<file path="src/rtl/dual_stream_merge.sv">
// dual_stream_merge
//
// Merges the valid/data outputs of two parallel global-stall pipelines into
// one registered valid/ready stream. Each source has its own FIFO, and a
// round-robin arbiter feeds a single output holding register. The upstream
// stall is raised from registered FIFO occupancy early enough that a
// well-behaved upstream never overflows a FIFO.
//
// Ports
//   clk         sole clock, rising edge
//   reset       asynchronous active-low reset
//   in_data_1   pipeline 1 data            in_valid_1  pipeline 1 valid
//   in_data_2   pipeline 2 data            in_valid_2  pipeline 2 valid
//   stall       global stall request to both pipelines
//   out_data    merged data                out_src     0 = pipeline 1, 1 = pipeline 2
//   out_valid   out_data/out_src valid     out_ready   consumer ready
//   overflow    sticky: a valid input word was dropped
//   count_1     words delivered from pipeline 1 (mod 2^16)
//   count_2     words delivered from pipeline 2 (mod 2^16)
//
// Handshake: a word transfers on a rising edge where out_valid & out_ready.
// While out_valid & !out_ready, out_data/out_src hold steady. The inputs have
// no ready; in_valid_k alone presents a word, and stall is the only
// backpressure toward the pipelines.

module dual_stream_merge #(
    parameter int WIDTH    = 32,
    parameter int DEPTH    = 4,
    parameter int STALL_TH = DEPTH - 2
) (
    input  logic             clk,
    input  logic             reset,
    input  logic [WIDTH-1:0] in_data_1,
    input  logic             in_valid_1,
    input  logic [WIDTH-1:0] in_data_2,
    input  logic             in_valid_2,
    output logic             stall,
    output logic [WIDTH-1:0] out_data,
    output logic             out_src,
    output logic             out_valid,
    input  logic             out_ready,
    output logic             overflow,
    output logic [15:0]      count_1,
    output logic [15:0]      count_2
);

    localparam int AW = $clog2(DEPTH);
    localparam int CW = AW + 1;
    localparam logic [CW-1:0] DEPTH_C = CW'(DEPTH);
    localparam logic [CW-1:0] TH_C    = CW'(STALL_TH);

    // FIFO storage and pointers
    logic [WIDTH-1:0] mem1_q [DEPTH];
    logic [WIDTH-1:0] mem2_q [DEPTH];
    logic [AW-1:0]    wp1_q, wp1_d, rp1_q, rp1_d;
    logic [AW-1:0]    wp2_q, wp2_d, rp2_q, rp2_d;
    logic [CW-1:0]    occ1_q, occ1_d, occ2_q, occ2_d;

    // Output holding register and bookkeeping
    logic             out_valid_q, out_valid_d;
    logic [WIDTH-1:0] out_data_q, out_data_d;
    logic             out_src_q, out_src_d;
    logic             last_src_q, last_src_d;
    logic             overflow_q, overflow_d;
    logic [15:0]      cnt1_q, cnt1_d, cnt2_q, cnt2_d;

    logic ne1, ne2, free, load, grant_src;
    logic pop1, pop2, push1, push2, fire;

    assign ne1  = (occ1_q != '0);
    assign ne2  = (occ2_q != '0);
    assign free = !out_valid_q || out_ready;
    assign load = free && (ne1 || ne2);
    assign fire = out_valid_q && out_ready;

    // Round-robin: with both FIFOs non-empty, serve the source that lost last.
    // last_src_q resets to 1 so pipeline 1 wins the first tie.
    always_comb begin
        grant_src = 1'b0;
        if (ne1 && ne2) begin
            grant_src = ~last_src_q;
        end else if (ne2) begin
            grant_src = 1'b1;
        end
    end

    assign pop1 = load && !grant_src;
    assign pop2 = load && grant_src;

    // A full FIFO still accepts a word when it is popped on the same edge.
    assign push1 = in_valid_1 && ((occ1_q != DEPTH_C) || pop1);
    assign push2 = in_valid_2 && ((occ2_q != DEPTH_C) || pop2);

    always_comb begin
        wp1_d       = wp1_q;
        rp1_d       = rp1_q;
        wp2_d       = wp2_q;
        rp2_d       = rp2_q;
        occ1_d      = occ1_q + CW'(push1) - CW'(pop1);
        occ2_d      = occ2_q + CW'(push2) - CW'(pop2);
        out_valid_d = out_valid_q;
        out_data_d  = out_data_q;
        out_src_d   = out_src_q;
        last_src_d  = last_src_q;
        overflow_d  = overflow_q;
        cnt1_d      = cnt1_q;
        cnt2_d      = cnt2_q;

        if (push1) wp1_d = wp1_q + AW'(1);
        if (push2) wp2_d = wp2_q + AW'(1);
        if (pop1)  rp1_d = rp1_q + AW'(1);
        if (pop2)  rp2_d = rp2_q + AW'(1);

        if ((in_valid_1 && !push1) || (in_valid_2 && !push2)) begin
            overflow_d = 1'b1;
        end

        if (free) begin
            out_valid_d = load;
            if (load) begin
                out_data_d = grant_src ? mem2_q[rp2_q] : mem1_q[rp1_q];
                out_src_d  = grant_src;
                last_src_d = grant_src;
            end
        end

        if (fire && !out_src_q) cnt1_d = cnt1_q + 16'd1;
        if (fire && out_src_q)  cnt2_d = cnt2_q + 16'd1;
    end

    always_ff @(posedge clk or negedge reset) begin
        if (!reset) begin
            wp1_q       <= '0;
            rp1_q       <= '0;
            wp2_q       <= '0;
            rp2_q       <= '0;
            occ1_q      <= '0;
            occ2_q      <= '0;
            out_valid_q <= 1'b0;
            out_data_q  <= '0;
            out_src_q   <= 1'b0;
            last_src_q  <= 1'b1;
            overflow_q  <= 1'b0;
            cnt1_q      <= '0;
            cnt2_q      <= '0;
        end else begin
            wp1_q       <= wp1_d;
            rp1_q       <= rp1_d;
            wp2_q       <= wp2_d;
            rp2_q       <= rp2_d;
            occ1_q      <= occ1_d;
            occ2_q      <= occ2_d;
            out_valid_q <= out_valid_d;
            out_data_q  <= out_data_d;
            out_src_q   <= out_src_d;
            last_src_q  <= last_src_d;
            overflow_q  <= overflow_d;
            cnt1_q      <= cnt1_d;
            cnt2_q      <= cnt2_d;
        end
    end

    // Storage needs no reset: pointers and occupancy define what is live.
    always_ff @(posedge clk) begin
        if (push1) mem1_q[wp1_q] <= in_data_1;
        if (push2) mem2_q[wp2_q] <= in_data_2;
    end

    // Registered occupancy only, so no combinational path from the inputs.
    assign stall     = (occ1_q >= TH_C) || (occ2_q >= TH_C);
    assign out_valid = out_valid_q;
    assign out_data  = out_data_q;
    assign out_src   = out_src_q;
    assign overflow  = overflow_q;
    assign count_1   = cnt1_q;
    assign count_2   = cnt2_q;

endmodule

</file>
<file path="config.mk">
export PLATFORM = sky130hd
export DESIGN_NAME = dual_stream_merge
export DESIGN_NICKNAME = d
export VERILOG_FILES = /design/src/rtl/dual_stream_merge.sv
export SDC_FILE = /design/constraint.sdc
export NUM_CORES = 1
export LEC_CHECK = 0
export CELL_PAD_IN_SITES_DETAIL_PLACEMENT = 0
export CELL_PAD_IN_SITES_GLOBAL_PLACEMENT = 1
export CORE_UTILIZATION = 50
export CTS_BUF_LIST = sky130_fd_sc_hd__clkbuf_8
export CTS_CLUSTER_SIZE = 28
export DETAILED_ROUTE_END_ITERATION = 7
export PLACE_DENSITY = 0.88
export SETUP_SLACK_MARGIN = 0.5
export SLEW_MARGIN = 20
export SYNTH_ARGS = -nofsm -noshare
export SYNTH_HDL_FRONTEND = slang
export SYNTH_SLANG_ARGS = --single-unit
</file>
<file path="constraint.sdc">
create_clock -name clk -period 3.16 [get_ports clk]
set_clock_uncertainty 0.2 [all_clocks]
set_input_delay 0.474 -clock clk [delete_from_list [all_inputs] [get_ports clk]]
set_output_delay 0.474 -clock clk [all_outputs]
set_load 0.05 [all_outputs]
</file>
==> flow_metrics.env <==
export IMPL_synth_ff_type="edfxtp_1"
export IMPL_tightest_slew_ns=0.8861
export IMPL_place_port_buffers=136
export IMPL_die_h_um=163.3
export IMPL_finalHoldViolCount=0
export IMPL_drt_antenna_violating_nets=0
export IMPL_final_nets=966
export IMPL_dp_cells=1150
export IMPL_drtPass1Iterations=7
export IMPL_crit_arrival_ns=1.93
export IMPL_cts_sinks=338
export IMPL_worst_slack_ns=0.5530
export IMPL_rows=58
export IMPL_initial_core_util_pct=51.36
export IMPL_wl_per_cell_um=20.45
export IMPL_insertion_delay_ns=0.57
export IMPL_seq_area_mm2=0.009746
export IMPL_grt_max_degree=46
export IMPL_vias_per_cell=5.439
export IMPL_num_vias=6815
export IMPL_syn_to_final_growth_pct=22.87
export IMPL_cp_max_fo=5
export IMPL_multiInputGateArea_mm2=0.003090
export IMPL_synth_distinct_cells=41
export IMPL_synth_mux_area_share_pct=11.34
export IMPL_drv_slew=0
export IMPL_cts_buffer_depth=3
export IMPL_synth_top_area_share_pct=59.09
export IMPL_die_area_mm2=0.02667
export IMPL_synthArstFlopShare_pct=24.26
export IMPL_cts_tree="done"
export IMPL_rsz0062_at_grt="true"
export IMPL_cts_root_buffer="clkbuf_8"
export IMPL_drt_initial_drc_count=554
export IMPL_grt_overflow=0
export IMPL_cp_required_ns=2.49
export IMPL_netlist_area_mm2=0.01301
export IMPL_wl_um=25620
export IMPL_hold_slack_ns=0.2639
export IMPL_synthesis_nets=774
export IMPL_leakage_nw=5.896
export IMPL_end_kind="output port"
export IMPL_setup_viol=0
export IMPL_drc=0
export IMPL_antenna_found_initial=1
export IMPL_syn_inst=687
export IMPL_max_slew_margin_pct=40.93
export IMPL_synth_largest_area_cell="edfxtp_1"
export IMPL_place_hpwl_um=16360
export IMPL_synth_top_family_by_area="multiplexers"
export IMPL_fp_dieW_um=163.3
export IMPL_ys_seq_area_share_pct=74.88
export IMPL_start_kind="flip-flop"
export IMPL_yosys_warnings=0
export IMPL_fmax_ghz=0.3836
export IMPL_io_pins=137
export IMPL_drive_gt1_share_pct=19.72
export IMPL_synth_compound_area_share_pct=2.741
export IMPL_cap_violations=0
export IMPL_place_gp_congestion=0.7847
export IMPL_synth_edff_count=256
export IMPL_nFillCells=1758
export IMPL_fin_total_pwr_mw=14.89
export IMPL_synth_area_leaders="edfxtp_1 (59%), dfrtp_1 (16%), mux4_2 (11%), nand2_1 (2.2%), a22oi_1 (1.8%)"
export IMPL_fin_crit_sh_pct=82.50
export IMPL_h_tree_depth=2
export IMPL_n_antenna_cell=0
export IMPL_grt_pass1_vias=7258
export IMPL_layout_min_cycle_time_ns=2.607
export IMPL_clkTransAtPathRegs_ns=0.06
export IMPL_syn_avg_cell_area_um2=18.94
export IMPL_finalNonFillerCells=1253
export IMPL_cts_buffers=52
export IMPL_synth_xor_area_share_pct=2.616
export IMPL_grt_pass1_wl_um=40260
export IMPL_setup_tns_ns=0
export IMPL_pre_cts_ws_ns=0.1163
export IMPL_synth_seq_cells=338
export IMPL_peakVddDrop_mv=0.6061
export IMPL_power_density_mw_per_mm2=931.7
export IMPL_synth_simple_area_share_pct=4.992
export IMPL_core_mm2=0.02533
export IMPL_synthAdderAreaFrac_pct=1.847
export IMPL_crit_type="reg2out"
export IMPL_min_path_type="reg2reg"
export IMPL_outcome="finished clean"
export IMPL_grt_util_all_layers_pct=20.23
-- layout make-up --
type | count | area share [%]
timing repair buffer | 165 | 10.50
clock buffer | 57 | 4.908
tap | 330 | 2.583
sequential | 338 | 60.97
multi-input combinational | 304 | 19.33
clock inverter | 41 | 1.276
inverter | 18 | 0.4227
-- kinds of logic (layout without fill, tap and decap cells) --
| logic type | count (synthesis) | in the layout |
|---|---|---|
| DFF | 338 | 338 |
| and+or+nand+nor | 137 | 137 |
| muxes | 67 | 67 |
| buffers and inverters | 45 | 281 |
| AOI/OAI and AO/OA | 44 | 44 |
| xor gates and xnor gates | 38 | 38 |
| adders and majority gates | 18 | 18 |
-- what timing repair did --
action,in CTS,in global routing
pin swaps,2,3
setup endpoints to repair,3,3
gates resized for setup,2,1
hold endpoints to repair,44,0
buffers inserted,2,2
hold buffers,1,0
-- Yosys cell counts, types with 10 or more instances --
master,instances
edfxtp_1,256
dfrtp_1,81
nand2_1,76
mux4_2,64
a22oi_1,32
xnor2_1,25
inv_1,18
ha_1,16
buf_2,12
clkbuf_1,12
xor2_1,12
nand4_1,11
nand3_1,10
-- flip-flops by register name, summed over array words and instances (netlist names) --
| name | cells |
|---|---|
| rp2_q | 2 |
| rp1_q | 2 |
| count_1 | 16 |
| count_2 | 16 |
| out_data | 32 |
| out_valid | 1 |
| mem1_q | 128 |
| wp1_q | 2 |
| mem2_q | 128 |
| overflow | 1 |
| out_src | 1 |
| occ2_q | 3 |
| occ1_q | 3 |
| last_src_q | 1 |
| wp2_q | 2 |
-- critical path: stages, from the launching register on --
cell and delay [ns]:
dfrtp_1 0.45, inv_1 0.07, ha_1 0.20, o311ai_1 0.08
clkdlybuf4s15_1 0.57
-- layer usage --
layer	wire length, um	vias up	global-route usage, %
met2	12860	229	33.74
met3	1627	34	4.545
met1	10780	3478	27.07
met5	12	-	0
li1	-	3072	-
met4	338	2	4.970
-- where the power goes --
group          total [mW]  internal, mW  switching (mW)
logic                4.90          2.12            2.77
clock network        3.36          1.75            1.61
registers            6.63          5.93           0.704
-- cells in the final DEF, fill, tap and decap left out, types with 4 or more instances in the layout --
master	Yosys	final
clkdlybuf4s50_1	0	134
inv_1	18	41
clkinv_1	0	10
ha_1	16	16
dfrtp_2	0	4
nor2_1	7	7
nor3_1	4	4
nand2_1	76	76
buf_12	0	8
mux4_2	64	64
dfrtp_1	81	77
nor4_1	4	4
clkinv_2	0	5
xor2_1	12	12
nand3_1	10	10
xnor2_1	25	25
edfxtp_1	256	256
a22oi_1	32	32
and2_2	0	8
buf_4	0	21
nand4_1	11	11
clkbuf_8	0	57
-- metrics by stage --
stage | cell area (um^2) | utilization, %
3_3_place_gp | 14950 | 59.03
5_1_grt | 15980 | 63.11
3_5_place_dp | 14950 | 59.03
6_report | 15980 | 63.11
4_1_cts | 15970 | 63.05
2_1_floorplan | 13030 | -
-- path summary, 6_finish.rpt --
check,startpoint,to,slack (ns),cells after the start
worst max-delay path,occ2_q[2]$_DFF_PN0_,stall,0.55,4
worst min-delay path,out_data[28]$_DFFE_PN0P_,out_data[28]$_DFFE_PN0P_,0.26,2
worst max register to register,occ2_q[0]$_DFF_PN0_,occ1_q[2]$_DFF_PN0_,0.56,9
worst min register to register,out_data[28]$_DFFE_PN0P_,out_data[28]$_DFFE_PN0P_,0.26,2
max in group asynchronous,reset,last_src_q$_DFFE_PN1P_,1.77,3
min in group asynchronous,reset,count_1[12]$_DFFE_PN0P_,0.28,2
No activity file was read; power rests on OpenSTA's default activity.
